[src/rtl/mem_port_arbiter_pkg.sv]
// ============================================================================
// mem_port_arbiter_pkg : shared types and the priority pick for the memory-port arbiter
// Revision: 1.0
// ============================================================================
`default_nettype none

package mem_port_arbiter_pkg;

  typedef enum logic [1:0] {
    ARB_IDLE   = 2'd0,
    ARB_I_BUSY = 2'd1,
    ARB_D_BUSY = 2'd2
  } memArbState;

  typedef enum logic {
    GRANT_I = 1'b0,
    GRANT_D = 1'b1
  } memGrant;

  // Data wins a tie unless fetch has been starved for the full limit.
  function automatic memGrant pick_grant(input logic i_req, input logic d_req,
                                         input logic starved);
    if (d_req && !(i_req && starved)) return GRANT_D;
    return GRANT_I;
  endfunction

endpackage

`default_nettype wire

[src/rtl/mem_port_arbiter_timeout.sv]
// ============================================================================
// bus_timeout_counter : counts BUSY cycles and flags the one that hits TIMEOUT
// Revision: 1.0
// ============================================================================
`default_nettype none

module bus_timeout_counter #(
  parameter int TIMEOUT = 64
) (
  input  logic clk_i,
  input  logic reset_i,
  input  logic clear_i,
  input  logic enable_i,
  output logic expire_o
);

  localparam int              CW   = $clog2(TIMEOUT);
  localparam logic [CW-1:0]   LAST = CW'(TIMEOUT - 1);

  logic [CW-1:0] count_q, count_d;

  // count_q holds the number of BUSY cycles already elapsed, so LAST marks the final one.
  assign expire_o = enable_i & (count_q == LAST);

  always_comb begin
    count_d = count_q;
    if (clear_i) begin
      count_d = '0;
    end else if (enable_i && (count_q != LAST)) begin
      count_d = count_q + 1'b1;
    end
  end

  always_ff @(posedge clk_i) begin
    if (reset_i) begin
      count_q <= '0;
    end else begin
      count_q <= count_d;
    end
  end

endmodule

`default_nettype wire

[src/rtl/mem_port_arbiter.sv]
// ============================================================================
// mem_port_arbiter : shares one memory port between instruction fetch and load/store
// Revision: 1.0
// ============================================================================
`default_nettype none

module mem_port_arbiter
  import mem_port_arbiter_pkg::*;
#(
  parameter int BIT_COUNT    = 32,
  parameter int WORD_SIZE    = 32,
  parameter int STARVE_LIMIT = 4,
  parameter int TIMEOUT      = 64
) (
  input  logic                   clk_i,
  input  logic                   reset_i,
  input  logic                   IReq_i,
  input  logic [BIT_COUNT-1:0]   IAdr_i,
  output logic                   IReady_o,
  output logic [WORD_SIZE-1:0]   IRData_o,
  input  logic                   DReq_i,
  input  logic                   DWrite_i,
  input  logic [WORD_SIZE/8-1:0] DByteEn_i,
  input  logic [BIT_COUNT-1:0]   DAdr_i,
  input  logic [WORD_SIZE-1:0]   DWData_i,
  output logic                   DReady_o,
  output logic [WORD_SIZE-1:0]   DRData_o,
  output logic                   BusErr_o,
  output logic                   MemEn_o,
  output logic                   MemWrite_o,
  output logic [WORD_SIZE/8-1:0] ByteEn_o,
  output logic [BIT_COUNT-1:0]   MemAdr_o,
  output logic [WORD_SIZE-1:0]   MemWriteData_o,
  input  logic                   MemAck_i,
  input  logic [WORD_SIZE-1:0]   MemReadData_i
);

  localparam int                BE_W       = WORD_SIZE / 8;
  localparam int                SC_W       = $clog2(STARVE_LIMIT + 1);
  localparam logic [SC_W-1:0]   STARVE_MAX = SC_W'(STARVE_LIMIT);

  memArbState           state_q, state_d;
  logic [SC_W-1:0]      starve_q, starve_d;
  logic                 mem_en_q, mem_en_d;
  logic                 mem_write_q, mem_write_d;
  logic [BE_W-1:0]      byte_en_q, byte_en_d;
  logic [BIT_COUNT-1:0] mem_adr_q, mem_adr_d;
  logic [WORD_SIZE-1:0] mem_wdata_q, mem_wdata_d;
  logic                 i_ready_q, i_ready_d;
  logic                 d_ready_q, d_ready_d;
  logic                 bus_err_q, bus_err_d;
  logic [WORD_SIZE-1:0] i_rdata_q, i_rdata_d;
  logic [WORD_SIZE-1:0] d_rdata_q, d_rdata_d;

  logic    i_req_w, d_req_w, busy_w, expire_w, done_w, grant_en_w;
  memGrant grant_w;

  // A side that is finishing this cycle is still holding its old request; ignore it.
  assign i_req_w    = IReq_i & ~i_ready_q;
  assign d_req_w    = DReq_i & ~d_ready_q;
  assign grant_w    = pick_grant(i_req_w, d_req_w, starve_q == STARVE_MAX);
  assign busy_w     = (state_q != ARB_IDLE);
  assign grant_en_w = (state_q == ARB_IDLE) & (i_req_w | d_req_w);
  assign done_w     = busy_w & (MemAck_i | expire_w);

  bus_timeout_counter #(
    .TIMEOUT (TIMEOUT)
  ) u_timeout (
    .clk_i    (clk_i),
    .reset_i  (reset_i),
    .clear_i  (grant_en_w),
    .enable_i (busy_w),
    .expire_o (expire_w)
  );

  always_ff @(posedge clk_i) begin
    if (reset_i) begin
      state_q     <= ARB_IDLE;
      starve_q    <= '0;
      mem_en_q    <= 1'b0;
      mem_write_q <= 1'b0;
      byte_en_q   <= '0;
      mem_adr_q   <= '0;
      mem_wdata_q <= '0;
      i_ready_q   <= 1'b0;
      d_ready_q   <= 1'b0;
      bus_err_q   <= 1'b0;
      i_rdata_q   <= '0;
      d_rdata_q   <= '0;
    end else begin
      state_q     <= state_d;
      starve_q    <= starve_d;
      mem_en_q    <= mem_en_d;
      mem_write_q <= mem_write_d;
      byte_en_q   <= byte_en_d;
      mem_adr_q   <= mem_adr_d;
      mem_wdata_q <= mem_wdata_d;
      i_ready_q   <= i_ready_d;
      d_ready_q   <= d_ready_d;
      bus_err_q   <= bus_err_d;
      i_rdata_q   <= i_rdata_d;
      d_rdata_q   <= d_rdata_d;
    end
  end

  always_comb begin
    state_d = state_q;
    unique case (state_q)
      ARB_IDLE: begin
        if (grant_en_w) state_d = (grant_w == GRANT_D) ? ARB_D_BUSY : ARB_I_BUSY;
      end
      ARB_I_BUSY, ARB_D_BUSY: begin
        if (done_w) state_d = ARB_IDLE;
      end
      default: state_d = ARB_IDLE;
    endcase
  end

  always_comb begin
    mem_en_d    = mem_en_q;
    mem_write_d = mem_write_q;
    byte_en_d   = byte_en_q;
    mem_adr_d   = mem_adr_q;
    mem_wdata_d = mem_wdata_q;
    i_ready_d   = 1'b0;
    d_ready_d   = 1'b0;
    bus_err_d   = 1'b0;
    i_rdata_d   = i_rdata_q;
    d_rdata_d   = d_rdata_q;
    starve_d    = starve_q;
    if (grant_en_w) begin
      mem_en_d = 1'b1;
      if (grant_w == GRANT_D) begin
        mem_write_d = DWrite_i;
        byte_en_d   = DByteEn_i;
        mem_adr_d   = DAdr_i;
        mem_wdata_d = DWData_i;
        if (i_req_w && (starve_q != STARVE_MAX)) starve_d = starve_q + 1'b1;
      end else begin
        mem_write_d = 1'b0;
        byte_en_d   = '1;
        mem_adr_d   = IAdr_i;
        mem_wdata_d = '0;
        starve_d    = '0;
      end
    end else if (done_w) begin
      // An acknowledge on the expiry cycle still counts as a normal completion.
      mem_en_d    = 1'b0;
      mem_write_d = 1'b0;
      bus_err_d   = ~MemAck_i;
      if (state_q == ARB_D_BUSY) begin
        d_ready_d = 1'b1;
        d_rdata_d = MemAck_i ? MemReadData_i : '0;
      end else begin
        i_ready_d = 1'b1;
        i_rdata_d = MemAck_i ? MemReadData_i : '0;
      end
    end
  end

  assign IReady_o       = i_ready_q;
  assign IRData_o       = i_rdata_q;
  assign DReady_o       = d_ready_q;
  assign DRData_o       = d_rdata_q;
  assign BusErr_o       = bus_err_q;
  assign MemEn_o        = mem_en_q;
  assign MemWrite_o     = mem_write_q;
  assign ByteEn_o       = byte_en_q;
  assign MemAdr_o       = mem_adr_q;
  assign MemWriteData_o = mem_wdata_q;

endmodule

`default_nettype wire

[config.mk]
export PLATFORM = sky130hd
export DESIGN_NAME = mem_port_arbiter
export DESIGN_NICKNAME = d
export VERILOG_FILES = /design/src/rtl/mem_port_arbiter_pkg.sv /design/src/rtl/mem_port_arbiter_timeout.sv /design/src/rtl/mem_port_arbiter.sv
export SDC_FILE = /design/constraint.sdc
export NUM_CORES = 1
export LEC_CHECK = 0
export CORE_MARGIN = 2
export CORE_UTILIZATION = 29
export DETAILED_ROUTE_END_ITERATION = 8
export GPL_TIMING_DRIVEN = 0
export HOLD_SLACK_MARGIN = 0.1
export SYNTH_ARGS = -nofsm -noshare
export SYNTH_HDL_FRONTEND = slang
export SYNTH_SLANG_ARGS = --single-unit
[constraint.sdc]
create_clock -name clk_i -period 1.5 [get_ports clk_i]
set_input_delay 0.225 -clock clk_i [delete_from_list [all_inputs] [get_ports clk_i]]
set_output_delay 0.225 -clock clk_i [all_outputs]
set_load 0.005 [all_outputs]
==> out/results.ini <==
[run_status]
outcome=complete, but fails checks
violations=negative setup slack

[pwr]
power_mw=18.2
swShare_pct=35.2
power.density_mw_per_mm2=1530
p_int_mw=11.8
p_leak_nw=5.30
p_sw_mw=6.39
seqPwrFrac_pct=29.1
combPwrFrac_pct=46.6
p_clk_share_pct=24.3
ir_worst_vdd_mv=0.798

[timing]
fin_skew_ps=16.8
maxSlewViolCount=0
min_period_ps=1680
slew-limit-headroom_pct=22.9
fin_hold_ws_ps=384
finalWorstSetupSlack_ps=-182
setup_viol=139
fmax_ghz=0.595
fin_crit_sh_pct=112
rsz0062_at_grt=true
hold_viol_final=0
worst_pin_slew_ps=1160

[yosys]
yosys.cell_types.count=46
synth_edf_count=0
synth_cells=524
yosysTopAreaCell=dfxtp_1
syn_nets=667
synth_seq_area_share_pct=52.3
ys_warn_count=0
ys_seq_elements=148
syn_area_per_cell_um2=10.8
syn_area_mm2=0.00567
synthArstFlopShare_pct=0
yosys-top-cells-area=dfxtp_1 (52%), a22o_1 (9.9%), a2111oi_0 (9.3%)
synthFlopType=dfxtp_1
synth_top_area_share_pct=52.3

[clock_tree]
cts_hold_buf=0
cts_buffers=17
cts.sinks=148
cts_tree=done
cts.reportedPaths.clkPinSlew_ps=80
root_buffer=clkbuf_16
htreeDepth=4
cts_buffer_depth=2
clk_latency_ps=430

[critical_path]
crit_chain=inv_4 > ha_4 > inv_4 > buf_8 > a2111oi_1 > a2111oi_4
critPathRequiredTime_ps=1770
max_stage_delay_ps=580
cp_num_buf_inv=3
path_delay_family=compound AO/OA/AOI/OAI gates
crit_top_cell=inv_4
critPathMaxFanout=10
crit_type=register to register
worst_path_max_delay_cell=a2111oi_1
cp-end-kind=register
arrival_ps=1960
startpoint_type=register

[floorplanning]
dieWidth_um=144
dieArea_mm2=0.0207
fp.dieH_um=144
boundaryPins=275
initial_utilization_pct=29.3
fp.coreArea_mm2=0.0193
rows=51

[global_route]
met2_usage_pct=36.9
grt_pass1_vias=6307
grt.met3_usage_pct=4.87
grt-ovfl-total=0
grt_most_used_layer=met2
grt_pass1_wl_mm=34.3
gr-usage-all-layers_pct=21.4
grt_max_degree=17
grt_antenna_before_repair=1
use_met1_pct=25.2

[drt]
routed-via-count=6122
post_drt_wl_per_cell_um=21.0
drt-total-wl_mm=23.9
vias_per_cell=5.37
drt-initial-drc-count=278
drt-pass1-iter-count=6
drc_errors=0
ant_nets=0

[placement]
port_buffers=274
hpwl_mm=15.1
place_area_mm2=0.00886
globalplace.congestion=0.839
placed_cells=1063

[min_path]
hold_class=input port to register

[cells_and_area]
area_delta_synth_final_pct=109
final_layout_size_suffix_gt1_share_pct=32.9
final_area_mm2=0.0118
nets=1005
antennaDiodeCount=0
fillers=1469
layout.cells.non_filler=1140
final_util_pct=61.2

[job]
drv_cap=0

## layout make-up
class	count	area, um^2	share of cell area (%)
Inverter	40	159	1.34
Timing Repair Buffer	320	3280	27.7
Clock buffer	18	439	3.71
Tap cell	265	332	2.80
Sequential cell	148	3000	25.4
Clock inverter	14	168	1.42
Multi-Input combinational cell	276	3690	31.1
Buffer	59	777	6.56
## routing by layer
metal  vias to the layer above  wire length (um)
met3                        51              1310
li1                       2788                 -
met4                         0               832
met1                      3028              9570
met5                         -                 0
met2                       255             12200
## power groups by stage
stage                     combinational (mW)  sequential [mW]  clock (mW)
after CTS                               7.28             5.25        4.46
after global placement                  4.96             5.27           0
final                                   8.47             5.28        4.40
after detailed placement                5.09             5.31           0
after floorplan                         2.28             5.33           0
after global routing                    8.92             5.37        4.66
## per-stage QoR
stage	setup TNS [ps]	worst slack [ps]
5_1_grt	-19690	-239
6_report	-11190	-182
2_1_floorplan	-223	-22.3
3_3_place_gp	-68330	-702
4_1_cts	-7750	-116
3_5_place_dp	-75680	-798
## state kept, by name, indices dropped and copies added, names as in the netlist
signal / count
DRData_o: 32
ByteEn_o: 4
MemWrite_o: 1
BusErr_o: 1
starve_q: 3
IReady_o: 1
DReady_o: 1
MemEn_o: 1
state_q: 2
u_timeout.count_q: 6
IRData_o: 32
MemWriteData_o: 32
MemAdr_o: 32
## worst paths after layout
kind,startpoint,endpoint,slack [ps],cells past startpoint
setup / recovery,state_q[1]$_SDFFE_PP0P_,MemAdr_o[0]$_SDFFE_PP0P_,-180,6
hold / removal,DWData_i[14],MemWriteData_o[14]$_SDFFE_PP0P_,380,2
hold reg to reg,IRData_o[2]$_SDFFE_PP0P_,IRData_o[2]$_SDFFE_PP0P_,470,1
setup reg to reg,state_q[1]$_SDFFE_PP0P_,MemAdr_o[0]$_SDFFE_PP0P_,-180,6
## synthesized netlist by cell type, drive strengths merged, types with 5 or more instances
| master | number |
|---|---|
| dfxtp | 148 |
| a2111oi | 66 |
| a22o | 64 |
| inv | 39 |
| clkbuf | 33 |
| nor4 | 33 |
| a32o | 32 |
| buf | 27 |
| nand2 | 6 |
| a21oi | 5 |
| ha | 5 |
| nand2b | 5 |
| nor2b | 5 |
| o211ai | 5 |
## kinds of logic after synthesis
family          count (synthesis)  synth area share (%)
flops                         148                  52.3
buf+inv                       100                  7.44
fa+ha+maj                       5                  1.10
simple gates                   78                  8.83
compound gates                193                  30.4
## repair_timing
action,in CTS,in global routing
resized for setup,400,163
endpoints found under the hold margin,0,0
cloned,6,3
endpoints found under the setup margin,241,198
pin swaps,36,39
buffers inserted,24,15
## placed cells by master, fill, tap and decap left out, types with 5 or more instances in the layout
| cell | Yosys | layout |
|---|---|---|
| a2111oi_1 | 6 | 6 |
| a2111oi_2 | 0 | 23 |
| a2111oi_4 | 0 | 37 |
| a22o_1 | 64 | 64 |
| a32o_1 | 32 | 32 |
| buf_12 | 0 | 13 |
| buf_4 | 1 | 35 |
| buf_6 | 2 | 17 |
| buf_8 | 0 | 15 |
| clkbuf_16 | 0 | 23 |
| clkdlybuf4s50_1 | 0 | 139 |
| dfxtp_1 | 148 | 121 |
| dfxtp_2 | 0 | 25 |
| dlygate4sd2_1 | 0 | 83 |
| dlymetal6s2s_1 | 0 | 52 |
| inv_1 | 39 | 34 |
| inv_6 | 0 | 5 |
| nand2_1 | 6 | 5 |
| nor4_2 | 0 | 13 |
| nor4_4 | 0 | 16 |
| o211ai_1 | 5 | 5 |
Power figures use the tool's default switching activity.
